### config.mk
export PLATFORM = sky130hd
export DESIGN_NAME = sd_cmd_sequencer
export DESIGN_NICKNAME = d
export VERILOG_FILES = /design/src/rtl/sd_spi_pkg.sv /design/src/rtl/crc7_byte.sv /design/src/rtl/sd_cmd_sequencer.sv
export SDC_FILE = /design/constraint.sdc
export NUM_CORES = 1
export LEC_CHECK = 0
export CAP_MARGIN = 20
export CORE_AREA = 4 4 111 113
export CTS_CLUSTER_DIAMETER = 80
export DETAILED_ROUTE_END_ITERATION = 7
export DIE_AREA = 0 0 115 117
export GPL_ROUTABILITY_DRIVEN = 0
export SLEW_MARGIN = 40
export SYNTH_ARGS = -nofsm -noshare
export SYNTH_HDL_FRONTEND = slang
export SYNTH_HIERARCHICAL = 1
export SYNTH_SLANG_ARGS = --single-unit
### constraint.sdc
create_clock -name clk -period 8.4 [get_ports clk]
set_input_delay 1.26 -clock clk [delete_from_list [all_inputs] [get_ports clk]]
set_output_delay 1.26 -clock clk [all_outputs]
set_load 0.01 [all_outputs]
### src/rtl/sd_spi_pkg.sv
// Shared types and constants for the SD-card SPI-mode command path.
// Holds the sequencer state enum and the command framing constants.
package sd_spi_pkg;

  typedef enum logic [2:0] {
    IDLE,
    SEND,
    POLL,
    TRAIL,
    DONE
  } state_t;

  localparam logic [6:0] CRC7_POLY      = 7'h09;
  localparam logic [7:0] SD_IDLE_BYTE   = 8'hFF;
  localparam logic [1:0] CMD_START_BITS = 2'b01;
  localparam int         CMD_LEN        = 6;

endpackage

### src/rtl/crc7_byte.sv
// One-byte CRC7 (x^7+x^3+1) update, MSB-first, purely combinational.
// Ports: crc_in running CRC, data next byte, crc_out updated CRC.
module crc7_byte
  import sd_spi_pkg::*;
(
  input  logic [6:0] crc_in,
  input  logic [7:0] data,
  output logic [6:0] crc_out
);

  always_comb begin
    logic [6:0] w_c;
    logic       w_fb;
    w_c  = crc_in;
    w_fb = 1'b0;
    for (int i = 7; i >= 0; i--) begin
      w_fb = w_c[6] ^ data[i];
      w_c  = {w_c[5:0], 1'b0};
      if (w_fb) w_c = w_c ^ CRC7_POLY;
    end
    crc_out = w_c;
  end

endmodule

### src/rtl/sd_cmd_sequencer.sv
// Frames an SD SPI-mode command, polls R1, clocks trailing bytes.
// Ports: cmd_* request, resp_* result, cs_n, byte_* engine handshake.
module sd_cmd_sequencer
  import sd_spi_pkg::*;
#(
  parameter int POLL_MAX    = 8,
  parameter int TRAIL_BYTES = 1
) (
  input  logic        clk,
  input  logic        reset,
  input  logic        cmd_start,
  input  logic [5:0]  cmd_index,
  input  logic [31:0] cmd_arg,
  output logic        busy,
  output logic        resp_valid,
  output logic [7:0]  resp_r1,
  output logic        resp_timeout,
  output logic        cs_n,
  output logic        byte_req,
  output logic        byte_wr,
  output logic [7:0]  byte_wdata,
  input  logic        byte_ack,
  input  logic [7:0]  byte_rdata
);

  state_t      r_state, w_state;
  logic [31:0] r_arg, w_arg;
  logic [2:0]  r_cnt, w_cnt;
  logic [6:0]  r_crc, w_crc;
  logic [7:0]  r_poll, w_poll;
  logic [3:0]  r_trail, w_trail;
  logic        r_req, w_req;
  logic        r_wr, w_wr;
  logic [7:0]  r_wdata, w_wdata;
  logic [7:0]  r_r1, w_r1;
  logic        r_to, w_to;

  logic        w_accept;
  logic        w_ack;
  logic [2:0]  w_cnt_nx;
  logic [7:0]  w_byte0;
  logic [7:0]  w_next_byte;
  logic [6:0]  w_crc_seed;
  logic [7:0]  w_crc_data;
  logic [6:0]  w_crc_step;
  state_t      w_post;

  assign w_accept = cmd_start &&
    (r_state == IDLE || r_state == DONE);
  assign w_ack    = byte_ack && r_req;
  assign w_cnt_nx = r_cnt + 3'd1;
  assign w_byte0  = {CMD_START_BITS, cmd_index};
  assign w_post   = (TRAIL_BYTES == 0) ? DONE : TRAIL;

  always_comb begin
    unique case (w_cnt_nx)
      3'd1:    w_next_byte = r_arg[31:24];
      3'd2:    w_next_byte = r_arg[23:16];
      3'd3:    w_next_byte = r_arg[15:8];
      3'd4:    w_next_byte = r_arg[7:0];
      default: w_next_byte = {r_crc, 1'b1};
    endcase
  end

  // Byte 0 seeds from zero at accept; later bytes chain r_crc.
  assign w_crc_seed = w_accept ? 7'd0 : r_crc;
  assign w_crc_data = w_accept ? w_byte0 : w_next_byte;

  crc7_byte u_crc (
    .crc_in  (w_crc_seed),
    .data    (w_crc_data),
    .crc_out (w_crc_step)
  );

  always_comb begin
    w_state = r_state;
    w_arg   = r_arg;
    w_cnt   = r_cnt;
    w_crc   = r_crc;
    w_poll  = r_poll;
    w_trail = r_trail;
    w_req   = r_req;
    w_wr    = r_wr;
    w_wdata = r_wdata;
    w_r1    = r_r1;
    w_to    = r_to;
    unique case (r_state)
      IDLE, DONE: begin
        w_state = IDLE;
        if (w_accept) begin
          w_state = SEND;
          w_arg   = cmd_arg;
          w_cnt   = 3'd0;
          w_crc   = w_crc_step;
          w_req   = 1'b1;
          w_wr    = 1'b1;
          w_wdata = w_byte0;
          w_r1    = SD_IDLE_BYTE;
          w_to    = 1'b0;
        end
      end
      SEND: begin
        if (w_ack) begin
          w_req = 1'b0;
          if (r_cnt == 3'(CMD_LEN - 1)) begin
            w_state = POLL;
            w_wr    = 1'b0;
            w_wdata = SD_IDLE_BYTE;
            w_poll  = 8'd0;
          end else begin
            w_cnt   = w_cnt_nx;
            w_wdata = w_next_byte;
            if (w_cnt_nx < 3'(CMD_LEN - 1))
              w_crc = w_crc_step;
          end
        end else if (!r_req) begin
          w_req = 1'b1;
        end
      end
      POLL: begin
        if (w_ack) begin
          w_req = 1'b0;
          if (!byte_rdata[7]) begin
            w_r1    = byte_rdata;
            w_state = w_post;
            w_trail = 4'd0;
          end else if (r_poll == 8'(POLL_MAX - 1)) begin
            w_r1    = SD_IDLE_BYTE;
            w_to    = 1'b1;
            w_state = w_post;
            w_trail = 4'd0;
          end else begin
            w_poll = r_poll + 8'd1;
          end
        end else if (!r_req) begin
          w_req = 1'b1;
        end
      end
      TRAIL: begin
        if (w_ack) begin
          w_req = 1'b0;
          if (r_trail == 4'(TRAIL_BYTES - 1))
            w_state = DONE;
          else
            w_trail = r_trail + 4'd1;
        end else if (!r_req) begin
          w_req = 1'b1;
        end
      end
      default: w_state = IDLE;
    endcase
  end

  always_ff @(posedge clk) begin
    if (reset) begin
      r_state <= IDLE;
      r_arg   <= '0;
      r_cnt   <= '0;
      r_crc   <= '0;
      r_poll  <= '0;
      r_trail <= '0;
      r_req   <= 1'b0;
      r_wr    <= 1'b0;
      r_wdata <= SD_IDLE_BYTE;
      r_r1    <= SD_IDLE_BYTE;
      r_to    <= 1'b0;
    end else begin
      r_state <= w_state;
      r_arg   <= w_arg;
      r_cnt   <= w_cnt;
      r_crc   <= w_crc;
      r_poll  <= w_poll;
      r_trail <= w_trail;
      r_req   <= w_req;
      r_wr    <= w_wr;
      r_wdata <= w_wdata;
      r_r1    <= w_r1;
      r_to    <= w_to;
    end
  end

  assign busy = (r_state == SEND) ||
    (r_state == POLL) || (r_state == TRAIL);
  assign cs_n         = !busy;
  assign resp_valid   = (r_state == DONE);
  assign resp_r1      = r_r1;
  assign resp_timeout = r_to;
  assign byte_req     = r_req;
  assign byte_wr      = r_wr;
  assign byte_wdata   = r_wdata;

endmodule

==> flow_metrics.py <==
metrics = {
    "setup_path": {
        "worstSetupStartpoint": "cmd_start",
        "critPathSlowestCell": "o41ai_1",
        "cp.depth": 8,
        "path_delay_family": "buffers and inverters",
        "critPathCaptureType": "register",
        "required_ns": 8.60,
        "worstSetupPathType": "input pin to register",
        "reg2reg_setup_slack_ns": 4.91,
        "critPathMaxFanout": 61,
        "crit_path_max_incr_delay_ns": 0.58,
        "worstSetupStartpointType": "input pin",
        "crit_path_end": "r_crc[3]$_SDFFE_PP0P_",
        "r2r-start": "r_cnt[0]$_SDFFE_PP0P_",
        "timing.rr.end": "r_crc[3]$_SDFFE_PP0P_",
        "rr_worst_depth": 9,
        "cp.arrival_ns": 3.76,
        "path_cells": "clkdlybuf4s50_1, nor3b_4, buf_4, o41ai_1, xnor3_1, xnor2_1, mux2i_1, nor2_1",
        "crit_buf_inv": 2,
    },
    "cts": {
        "cts_max_path_buffers": 2,
        "htree_levels": 3,
        "cts_tree": "yes",
        "cts_resized": 0,
        "worstSkewPairLatency_ns": 0.34,
        "cts-root-buf": "clkbuf_16",
        "cts_setup_buffers": 0,
        "cts_sinks": 76,
        "cts_inserted_buffers": 9,
        "path_clk_slew_ns": 0.06,
        "cts-hold-fix-buffers": 0,
    },
    "timing": {
        "layout_min_cycle_time_ns": 3.56,
        "setup_tns_ns": 0,
        "finalSetupViolations": 0,
        "hold_violations": 0,
        "period_share_pct": 42.4,
        "final.setup.worst_slack_ns": 4.84,
        "fmax_mhz": 281,
        "slew_viol_final": 0,
        "rsz0062_at_grt": "no",
        "timing.max_slew.rel_slack_pct": 54.4,
        "clock-skew-final_ns": 0.00731,
        "tightest_slew_ns": 0.684,
    },
    "logic_synthesis": {
        "yosys_register_bits": 76,
        "ys_types": 54,
        "yosys.area.top_type_share_pct": 39.1,
        "synth_top_area_cell": "dfxtp_1",
        "yosysWarnings": 6,
        "synth_edf_count": 0,
        "synthFlopType": "dfxtp_1",
        "async_reset_ff_share_pct": 0,
        "yosysSeqAreaShare_pct": 39.1,
        "syn_area_sq_mm": 0.00389,
        "synthTopCellsByCount": "104 x nand2_1, 76 x dfxtp_1, 68 x a21oi_1",
        "synth_area_leaders": "dfxtp_1 39%, nand2_1 10%, a21oi_1 8.7%",
        "synth.most_common_cell": "nand2_1",
        "synthCells": 487,
        "synth_fp_nets": 545,
        "syn_area_per_cell_sq_um": 8.00,
    },
    "layout": {
        "regArea_sq_mm": 0.00152,
        "nNetsFinal": 600,
        "drive_gt1_share_pct": 5.48,
        "design_area_sq_mm": 0.00499,
        "area_growth_pct": 28.1,
        "nFillCells": 1167,
        "antennaDiodeCount": 0,
        "multi_input_area_sq_mm": 0.00222,
    },
    "place": {
        "dp_hpwl_mm": 7.39,
        "place_ws_ns": 4.49,
        "place_area_sq_mm": 0.00468,
        "io_buffers": 71,
    },
    "power": {
        "peakVddDrop_uv": 125,
        "p_total_uw": 1500,
        "pwr_density_cell_mw_per_mm2": 300,
        "p_leak_uw": 0.00183,
    },
    "grt": {
        "grt_pass1_vias": 3507,
        "antenna_found_initial": 0,
        "grt_usage_pct": 15.8,
        "grt_max_degree": 67,
        "grt_pass1_wl_mm": 17.0,
        "overflow": 0,
    },
    "route": {
        "wl_mm": 10.2,
        "dr.pass1.iters": 5,
        "via_per_inst": 5.24,
        "drcViolationCount": 0,
        "num_vias": 3616,
        "drtIter0Drc": 192,
        "ant_nets": 0,
        "wire_per_inst_um": 14.7,
    },
    "run": {
        "maxCapViolCount": 0,
    },
    "hold_path": {
        "hold_class": "register to register",
        "hold_depth": 2,
    },
    "floorplanning": {
        "ios": 72,
        "start_util_pct": 34.4,
        "die_w_um": 115,
        "row_count": 39,
        "chipHeight_um": 117,
        "die_area_sq_mm": 0.0135,
        "core_area_sq_mm": 0.0113,
    },
    "run_status": {
        "status": "completed",
    },
}
-- cell usage in the layout (no fill, tap or decap), types with 2 or more instances in the layout --
cell type / netlist / final
o221ai_1: 2 / 2
a21o_1: 2 / 2
or3_1: 3 / 3
mux2i_1: 7 / 7
o211ai_1: 5 / 5
clkinvlp_4: 0 / 3
inv_1: 9 / 9
buf_4: 0 / 3
or4_1: 4 / 4
xor2_1: 8 / 8
o2111ai_1: 3 / 3
o31a_1: 7 / 7
nor3_1: 5 / 5
o41ai_1: 5 / 5
o21ai_1: 10 / 10
nor2b_1: 15 / 15
nor4_1: 3 / 3
a21oi_1: 68 / 68
xnor3_1: 4 / 4
clkbuf_16: 0 / 9
xnor2_1: 6 / 6
and2_1: 2 / 2
a31oi_1: 2 / 2
nand3_1: 5 / 5
clkdlybuf4s50_1: 0 / 70
nor2_1: 39 / 39
ha_1: 8 / 8
nand2_1: 104 / 104
o22a_1: 7 / 7
nand2b_1: 3 / 3
o21ai_0: 4 / 4
a311oi_1: 5 / 5
dfxtp_1: 76 / 76
nor3b_2: 3 / 2
a22oi_1: 13 / 13
nand4b_1: 2 / 2
-- state kept, by name (all words and copies together) (netlist names) --
signal        count
r_state           3
r_poll            8
byte_wdata        8
byte_wr           1
resp_r1           8
r_cnt             3
r_trail           4
r_arg            32
resp_timeout      1
byte_req          1
r_crc             7
-- per-stage QoR --
stage	instances	hold WS, ns	util, %
2_1_floorplan	487	0.436	-
3_3_place_gp	674	0.444	41.4
3_5_place_dp	674	0.449	41.4
4_1_cts	690	0.457	44.0
5_1_grt	690	0.476	44.0
6_report	690	0.457	44.0
-- logic make-up after synthesis --
group | after synthesis | synth area share [%]
xor+xnor | 19 | 5.88
fa+ha+maj | 8 | 2.57
compound gates | 143 | 23.6
simple gates | 194 | 22.9
mux | 7 | 1.80
buf+inv | 40 | 4.18
flops | 76 | 39.1
-- worst reg2reg max path, delay by kind of cell (launching register included) --
kind                       cells  cell delay (ns)
AOI/OAI and AO/OA              1             0.52
muxes                          1             0.17
DFF                            1             0.45
xor gates and xnor gates       2             0.70
adders and majority gates      2             1.04
and+or+nand+nor                3             0.48
-- layer usage --
metal	vias to the layer above	part of all wire [%]	global-route usage [%]
met5	-	0	0
met2	98	43	23.4
met1	1673	48	22.6
met4	0	1.5	5.48
li1	1832	-	-
met3	13	7.4	3.70
-- layout make-up --
class,count,area share [%]
Clock buffer,11,4.87
Timing Repair Buffer,74,14.6
Sequential cell,76,30.5
Clock inverter,5,1.23
Inverter,10,0.753
Multi-Input combinational cell,371,44.4
Tap cell,143,3.59
-- worst min-delay path by stage --
stage,slack (ns),from,end
after floorplan,0.44,r_arg[16]$_SDFFE_PP0P_,r_arg[16]$_SDFFE_PP0P_
after global placement,0.44,resp_r1[5]$_SDFFE_PP1P_,resp_r1[5]$_SDFFE_PP1P_
after detailed placement,0.45,r_arg[11]$_SDFFE_PP0P_,r_arg[11]$_SDFFE_PP0P_
after CTS,0.46,r_arg[11]$_SDFFE_PP0P_,r_arg[11]$_SDFFE_PP0P_
after global routing,0.48,r_arg[31]$_SDFFE_PP0P_,r_arg[31]$_SDFFE_PP0P_
final,0.46,r_arg[14]$_SDFFE_PP0P_,r_arg[14]$_SDFFE_PP0P_
-- report_power, final --
group / leakage, uW / switching (uW) / internal (uW)
clock network: 0.000138 / 150 / 238
registers: 0.000621 / 51.6 / 419
logic: 0.00107 / 343 / 297
total: 0.00183 / 544 / 955
No activity file was read; power rests on OpenSTA's default activity.
